### config.mk
export PLATFORM = sky130hd
export DESIGN_NAME = fpmul_arbiter
export DESIGN_NICKNAME = d
export VERILOG_FILES = /design/src/rtl/fpmul_arbiter_pkg.sv /design/src/rtl/fpmul_rr_pick.sv /design/src/rtl/fpmul_arbiter.sv
export SDC_FILE = /design/constraint.sdc
export NUM_CORES = 1
export LEC_CHECK = 0
export ABC_AREA = 1
export BUFFER_PORTS_ARGS = -buffer_cell sky130_fd_sc_hd__buf_2
export CAP_MARGIN = 20
export CELL_PAD_IN_SITES_DETAIL_PLACEMENT = 0
export CELL_PAD_IN_SITES_GLOBAL_PLACEMENT = 1
export CORE_MARGIN = 2
export CORE_UTILIZATION = 28
export CTS_CLUSTER_SIZE = 30
export DETAILED_ROUTE_END_ITERATION = 6
export PLACE_DENSITY_LB_ADDON = 0.12
export SLEW_MARGIN = 20
export SYNTH_ARGS = -nofsm -noshare
export SYNTH_HDL_FRONTEND = slang
export SYNTH_SLANG_ARGS = --single-unit
export TNS_END_PERCENT = 1
### constraint.sdc
create_clock -name clk -period 2.9 [get_ports clk]
set_input_delay 0.87 -clock clk [delete_from_list [all_inputs] [get_ports clk]]
set_output_delay 0.87 -clock clk [all_outputs]
set_load 0.05 [all_outputs]
### src/rtl/fpmul_arbiter_pkg.sv
// Shared constants for the shared floating-point multiplier and its arbiter.
// Build option: FPMUL_ARB_FIXED_PRI_EN selects fixed priority in fpmul_arbiter.
package fpmul_arbiter_pkg;

   // IEEE single-precision field layout used by the multiplier datapath
   localparam int FP_EXP_W = 8;
   localparam int FP_MAN_W = 23;
   localparam int FP_BIAS  = 127;

   // Arbiter defaults: one IEEE single per operand, three-cycle multiplier
   localparam int DEFAULT_WIDTH = 32;
   localparam int DEFAULT_LAT   = 3;

   // Bits needed to name one of n requesters; never narrower than one bit
   function automatic int tag_width(input int n);
      int w;
      w = 1;
      while ((1 << w) < n) w++;
      return w;
   endfunction

endpackage

### src/rtl/fpmul_rr_pick.sv
// Combinational round-robin picker: first valid requester at or after ptr,
// wrapping past the top index. Driving ptr to zero gives lowest-index priority.
module fpmul_rr_pick
   import fpmul_arbiter_pkg::*;
#(
   parameter int NREQ  = 4,
   parameter int TAG_W = tag_width(NREQ)
) (
   input  logic [NREQ-1:0]  valid,
   input  logic [TAG_W-1:0] ptr,
   output logic [NREQ-1:0]  grant,
   output logic [TAG_W-1:0] id,
   output logic             any
);

   int idx;

   // Walk the requesters starting at ptr; the first valid one wins
   always_comb begin
      grant = '0;
      id    = '0;
      any   = 1'b0;
      idx   = 0;
      for (int k = 0; k < NREQ; k++) begin
         idx = int'(ptr) + k;
         if (idx >= NREQ) idx = idx - NREQ;
         if (!any && valid[idx]) begin
            any        = 1'b1;
            grant[idx] = 1'b1;
            id         = TAG_W'(idx);
         end
      end
   end

endmodule

### src/rtl/fpmul_arbiter.sv
// Shares one fixed-latency FP multiplier between NREQ requesters. One grant per
// cycle, operands registered into the multiplier, and a tag pipeline that routes
// each result back to its issuer.
// Build option: FPMUL_ARB_FIXED_PRI_EN -> lowest index always wins, no rr pointer.
module fpmul_arbiter
   import fpmul_arbiter_pkg::*;
#(
   parameter int NREQ  = 4,
   parameter int WIDTH = DEFAULT_WIDTH,
   parameter int LAT   = DEFAULT_LAT
) (
   input  logic                  clk,
   input  logic                  reset,
   input  logic                  hold,
   input  logic [NREQ-1:0]       req_valid,
   input  logic [NREQ*WIDTH-1:0] req_a,
   input  logic [NREQ*WIDTH-1:0] req_b,
   output logic [NREQ-1:0]       req_ready,
   output logic                  mul_start,
   output logic [WIDTH-1:0]      mul_a,
   output logic [WIDTH-1:0]      mul_b,
   input  logic [WIDTH-1:0]      mul_result,
   output logic [NREQ-1:0]       rsp_valid,
   output logic [WIDTH-1:0]      rsp_result,
   output logic                  busy
);

   localparam int TAG_W = tag_width(NREQ);

   logic [NREQ-1:0]  win_grant;
   logic [TAG_W-1:0] win_id;
   logic             win_any;
   logic [TAG_W-1:0] pick_ptr;
   logic             xfer;

   logic [LAT-1:0]   tag_valid;
   logic [TAG_W-1:0] tag_id [LAT];

`ifdef FPMUL_ARB_FIXED_PRI_EN
   assign pick_ptr = '0;
`else
   logic [TAG_W-1:0] rr_ptr;

   // Pointer moves just past the requester that was served
   always_ff @(posedge clk) begin
      if (reset) begin
         rr_ptr <= '0;
      end else if (xfer) begin
         rr_ptr <= (win_id == TAG_W'(NREQ - 1)) ? '0 : win_id + TAG_W'(1);
      end
   end

   assign pick_ptr = rr_ptr;
`endif

   fpmul_rr_pick #(
      .NREQ  (NREQ),
      .TAG_W (TAG_W)
   ) u_pick (
      .valid (req_valid),
      .ptr   (pick_ptr),
      .grant (win_grant),
      .id    (win_id),
      .any   (win_any)
   );

   assign req_ready = (hold || reset) ? '0 : win_grant;
   assign xfer      = win_any && !hold && !reset;

   // Capture the winner's operands and launch the multiplier the next cycle
   always_ff @(posedge clk) begin
      if (reset) begin
         mul_start <= 1'b0;
         mul_a     <= '0;
         mul_b     <= '0;
      end else begin
         mul_start <= xfer;
         if (xfer) begin
            mul_a <= req_a[win_id*WIDTH +: WIDTH];
            mul_b <= req_b[win_id*WIDTH +: WIDTH];
         end
      end
   end

   // Tag valid bits travel alongside the multiplier; reset drops anything in flight
   always_ff @(posedge clk) begin
      if (reset) begin
         tag_valid <= '0;
      end else begin
         tag_valid[0] <= xfer;
         for (int s = 1; s < LAT; s++) tag_valid[s] <= tag_valid[s-1];
      end
   end

   // Owner ids shift with their valid bits; stale ids are harmless once invalid
   always_ff @(posedge clk) begin
      tag_id[0] <= win_id;
      for (int s = 1; s < LAT; s++) tag_id[s] <= tag_id[s-1];
   end

   // Registered one-hot decode of the oldest tag lines up with mul_result
   always_ff @(posedge clk) begin
      if (reset) begin
         rsp_valid <= '0;
      end else if (tag_valid[LAT-1]) begin
         rsp_valid <= NREQ'(1) << tag_id[LAT-1];
      end else begin
         rsp_valid <= '0;
      end
   end

   assign rsp_result = mul_result;
   assign busy       = (|tag_valid) || mul_start;

endmodule

Yosys cells after proc, flatten, opt, wreduce, memory -nomap -nowiden
Memory sizes are Yosys's and may differ from the RTL's.
Index checks and enable logic that the tools add are counted.
{"block": "word_totals", "word_cells": 91, "ram_bits": 6, "reg_bits": 74, "mem_count": 1}
{"block": "classes", "bitwise": 4, "magnitude_cmp": 12, "shifts": 3, "n_reduce_logical": 18, "n_addsub": 8, "mux": 38, "eq_ne": 1}
{"memory": "tag_id", "depth": 3, "word_bits": 2, "rd": 3, "rd_clocked_by_memory_dff": 0, "wr": 3, "line": "fpmul_arbiter.sv:37", "source": "logic [TAG_W-1:0] tag_id [LAT];"}
{"cell": "indexed part select 128 x 8 -> 32 bit", "n": 2}
{"cell": "greater-or-equal comparator 32 x 1 -> 1 bit (second input constant)", "n": 4}
{"cell": "less-than comparator 32 x 4 -> 1 bit (second input constant)", "n": 4}
{"cell": "2-to-1 mux 32 bit", "n": 4}
{"cell": "greater-or-equal comparator 32 x 4 -> 1 bit (second input constant)", "n": 3}
{"cell": "subtractor 32 x 4 -> 32 bit (second input constant)", "n": 3}
{"cell": "2-to-1 mux 4 bit", "n": 5}
{"cell": "2-to-1 mux 1 bit", "n": 16}
{"cell": "OR 4 bit", "n": 3}
{"cell": "2-to-1 mux 2 bit", "n": 5}
{"cell": "logical AND 1 bit", "n": 9}
{"cell": "binary-select mux 1 bit (select 2 bit)", "n": 4}
{"cell": "demux 1 bit (select 2 bit)", "n": 4}
{"cell": "adder 2 x 2 -> 3 bit (second input constant)", "n": 2}
{"cell": "zero test 1 bit", "n": 5}
{"cell": "left shift 1 x 2 -> 4 bit (first input constant)", "n": 1}
{"cell": "subtractor 2 x 3 -> 4 bit (second input constant)", "n": 1}
{"cell": "adder 2 x 1 -> 3 bit (second input constant)", "n": 1}
{"cell": "greater-or-equal comparator 2 x 3 -> 1 bit (second input constant)", "n": 1}
{"cell": "OR reduction 3 bit", "n": 1}
{"cell": "adder 2 x 1 -> 2 bit (second input constant)", "n": 1}
{"cell": "equality test 2 bit (second input constant)", "n": 1}
{"cell": "logical OR 1 bit", "n": 2}
{"cell": "OR reduction 2 bit", "n": 1}
{"cell": "NOT 1 bit", "n": 1}

Depth between registers and ports, before layout
{"block": "depth", "depth_word": 17, "depth_mapped": 17, "depth_no_buf": 14}

Hierarchy
From an unflattened synthesis, not the netlist that was laid out.
{"block": "unflattened", "hier_cells": 862, "area_unflattened_um2": 5233.8}
{"mod": "fpmul_arbiter", "n_inst": 1, "area_each_um2": 4773.3, "cells_per_inst": 785, "seq_area_each_um2": 1581.5}
{"mod": "fpmul_rr_pick", "n_inst": 1, "area_each_um2": 460.4, "cells_per_inst": 77, "seq_area_each_um2": 0.0}

Least setup slack after synthesis
Ideal clock, no wire load.
{"block": "synth_path", "path_kind": "in2out", "from": "in req_valid[3]", "to": "out req_ready[3]", "t_arrival_ns": 1.955, "path_buffers": 0, "setup_slack_ns": 0.075, "cell_stages": 11, "path_cell_list": "inv_1 -> nand2_1 -> nand3_2 -> nand2_4 -> nor2_8 -> nand2_1 -> o22ai_1 -> a21oi_1 -> o21ai_0 -> nand2_1 -> inv_1"}
{"block": "synth_between", "elab_chain_cells": 14, "word_cells_on_any_way": 29}
{"element": "start: declaration", "line": "fpmul_arbiter.sv:15", "source": "input logic [NREQ-1:0] req_valid,"}
{"element": "binary-select mux 1 bit (select 2 bit)", "line": "fpmul_rr_pick.sv:27", "source": "if (!any && valid[idx]) begin"}
{"element": "2-to-1 mux 1 bit (not written as such) (2 in series)", "line": "fpmul_rr_pick.sv:27"}
{"element": "2-to-1 mux 1 bit", "line": "fpmul_rr_pick.sv:27"}
{"element": "zero test 1 bit", "line": "fpmul_rr_pick.sv:27"}
{"element": "logical AND 1 bit", "line": "fpmul_rr_pick.sv:27"}
{"element": "2-to-1 mux 1 bit", "line": "fpmul_rr_pick.sv:27"}
{"element": "zero test 1 bit", "line": "fpmul_rr_pick.sv:27"}
{"element": "logical AND 1 bit", "line": "fpmul_rr_pick.sv:27"}
{"element": "2-to-1 mux 1 bit", "line": "fpmul_rr_pick.sv:27"}
{"element": "zero test 1 bit", "line": "fpmul_rr_pick.sv:27"}
{"element": "logical AND 1 bit", "line": "fpmul_rr_pick.sv:27"}
{"element": "2-to-1 mux 4 bit (*)", "line": "fpmul_rr_pick.sv:27"}
{"element": "2-to-1 mux 4 bit (*)", "line": "fpmul_arbiter.sv:67", "source": "assign req_ready = (hold || reset) ? '0 : win_grant;"}
{"element": "end: declaration", "line": "fpmul_arbiter.sv:18", "source": "output logic [NREQ-1:0] req_ready,"}
Mark *: on every way between the ends. The rest lies on a longest branch, timed or not. The select of a mux whose other input is x is not followed.

Final worst setup path
Ends and elaborated chain as after synthesis.

==> flow_summary_export.csv <==
group,metric,value,unit
die,coreArea,0.02340,mm²
layout,final_cell_mix,"nand2_1 (340), nand3_1 (331), buf_2 (328)",
sta,max_freq,0.3471,GHz
layout,multi_input_area,0.003461,mm²
min_path,hold_depth,0,
die,die_h,158.0,µm
global_route,grt_max_degree,84,
pwr,vdd_drop_max,0.7203,mV
logic_synthesis,seq_area_frac_synth,0.2381,
clock_tree,insertion_delay,0.34,ns
clock_tree,root_buffer,"clkbuf_16",
setup_path,r2r_start,"pick_ptr[1]",
global_route,grt_pass1_wl,37.69,mm
clock_tree,cts_max_level,3,
setup_path,start_kind,"input pin",
placement,port_buffers,336,
setup_path,criticalPathCategory,"input pin to primary output",
setup_path,r2r_cells,15,
setup_path,worstPathRequired,2.03,ns
setup_path,worst_setup_path_end_kind,"primary output",
setup_path,cp_max_fo,5,
sta,skew,0.005477,ns
route,routed_via_density,4.359,
min_path,hold_path_end,"tag_id[0][5]",
logic_synthesis,synth_area_per_cell,5.525,µm²
sta,rsz0062_at_grt,"true",
die,dieArea,0.02497,mm²
route,drt-pass1-iter-count,4,
sta,finalMaxSlewViolations,0,
logic_synthesis,yosys_warnings,0,
die,start_util,0.2838,
job,max_cap_violations,0,
clock_tree,cts_inserted_buffers,9,
route,ant_nets,0,
layout,layout-drive-gt1-share,0.2865,
layout,fin_util,0.3838,
route,routedWlPerCell,13.94,µm
status,status,"finished, final reports clean",
layout,n_fill_cell,2762,
setup_path,arrival,2.01,ns
pwr,switchingPower,0.007205,W
global_route,antenna_found_initial,2,
logic_synthesis,synthCells,1202,
pwr,p_comb_frac,0.744,
sta,fin_setup_tns,0,ns
sta,slew_headroom,0.6497,
clock_tree,clk_pin_slew_worst_paths,0.06,ns
logic_synthesis,synth_cell_types,26,
die,rows,56,
sta,hold_viol_final,0,
sta,setup_viol,0,
sta,holdWs,0.3259,ns
pwr,p_leak,5.787,nW
route,drtIter0Drc,382,
die,pin_count,401,
pwr,internal_power,0.005335,W
global_route,grt_overflow_total,0,
clock_tree,postCtsHoldBufs,0,
route,wl,25.10,mm
setup_path,rrSetupSlack,0.40,ns
logic_synthesis,syn_area,0.006641,mm²
pwr,swShare,0.5745,
clock_tree,clock_sinks,79,
logic_synthesis,ys_ff_latch,79,
route,drc,0,
route,vias,7850,
clock_tree,clock_path_buffers,2,
sta,tightestPinTransition,0.5247,ns
layout,final_cells,1801,
setup_path,worstReg2RegEnd,"pick_ptr[1]",
placement,dp.cells,1778,
sta,period_needed,2.881,ns
layout,seq_area,0.001583,mm²
pwr,powerDensity,1396,mW/mm²
die,chipWidth,158.0,µm
logic_synthesis,syn_nets,1503,
layout,nets,1776,
placement,preCtsSetupSlack,-0.1322,ns
pwr,seq_power_share,0.151,
pwr,pwr-share-clk,0.105,
clock_tree,cts_tree,"done",
sta,fin_ws,0.01916,ns
layout,areaGrowthSynthToFinish,35.25,%
global_route,grt_pass1_vias,7110,
placement,dp_hpwl,18.67,mm
layout,final_common_cell,"nand2_1",
min_path,hp-start,"tag_id[0][3]",
placement,gp_congestion,0.8311,
global_route,grt_util_all_layers,0.1913,
sta,fin_crit_sh,0.9934,
min_path,hold_path_class,"flip-flop to flip-flop",
## power by group through the flow
stage,Sequential [W],Combinational (W),Clock (W)
floorplan,0.00354,0.00525,0
global placement,0.00189,0.00932,0
detailed placement,0.00191,0.00929,0
CTS,0.00190,0.00943,0.00136
global route,0.00196,0.0104,0.00141
finish,0.00189,0.00933,0.00132
## metal layers
| metal | routed length [µm] | vias up | track usage |
|---|---|---|---|
| met3 | 1971 | 20 | 0.05119 |
| li1 | - | 4146 | - |
| met1 | 10870 | 3434 | 0.2352 |
| met4 | 318 | 0 | 0.04934 |
| met5 | 0 | - | 0 |
| met2 | 11940 | 250 | 0.3304 |
## cell type report
cell class / instances / area share
Multi-Input combinational cell: 734 / 0.3853
Inverter: 280 / 0.1176
Clock buffer: 11 / 0.02591
Antenna cell: 2 / 0.0005572
Sequential cell: 79 / 0.1762
Timing Repair Buffer: 371 / 0.2382
Tap cell: 319 / 0.04444
Clock inverter: 5 / 0.01184
## kinds of logic (layout without fill, tap and decap cells)
family,after synthesis,in the layout,synth area share
buffers and inverters,389,667,0.2577
AO/OA/AOI/OAI,18,18,0.01564
adder cells (fa/ha/maj),6,6,0.01130
other,0,2,0
flip-flops,79,79,0.2381
AND/OR/NAND/NOR,710,710,0.4772
## repair_timing
item / 4_1_cts / 5_1_grt
buffers inserted: 2 / 3
setup endpoints to repair: 4 / 4
gates resized for setup: 29 / 19
pin swaps: 7 / 11
## flip-flops by register name, indices dropped and copies added (netlist names)
name	flops
mul_a	32
mul_b	32
pick_ptr	2
rsp_valid	4
tag_id	6
tag_valid	3
## stage by stage
stage               cell area [µm²]  power [W]
global placement               8457    0.01120
global route                   8982    0.01377
detailed placement             8457    0.01120
CTS                            8887    0.01269
finish                         8982    0.01254
floorplan                      6641   0.008788
## worst max-delay path by stage
stage                       startpoint      endpoint  slack [ns]  depth (start not counted)
after floorplan           req_valid[3]  req_ready[3]        0.08                         11
after global placement    req_valid[3]  req_ready[1]       -0.11                         11
after detailed placement  req_valid[3]  req_ready[3]       -0.13                         13
after CTS                 req_valid[0]  req_ready[0]       0.002                         11
after global routing      req_valid[3]  req_ready[3]       -0.07                         13
final                     req_valid[3]  req_ready[3]        0.02                         13
## worst max-delay path: stages
cell and delay [ns]:
buf_6 0.10, inv_2 0.04, nand2_2 0.06, nand3_4 0.11, nand2_8 0.09, nor2_8 0.14, nand2_4 0.07, o22ai_2 0.11
a21oi_1 0.05, o21ai_1 0.08, nand2_1 0.06, inv_1 0.07, buf_6 0.15
## Yosys cell counts, drive strengths merged
cell    count  area (µm²)
nor2       17       85.08
ha          6       75.07
o22ai       1       6.260
a22oi       3       22.52
o21ai       9       45.04
o31ai       1       7.510
nand3b      2       18.77
nand3     335        1697
inv       280        1056
nand2     356        1369
clkbuf     24       90.09
a21oi       3       15.01
buf        85       565.5
a21boi      1       7.510
dfxtp      79        1582
Power figures use the tool's default switching activity.
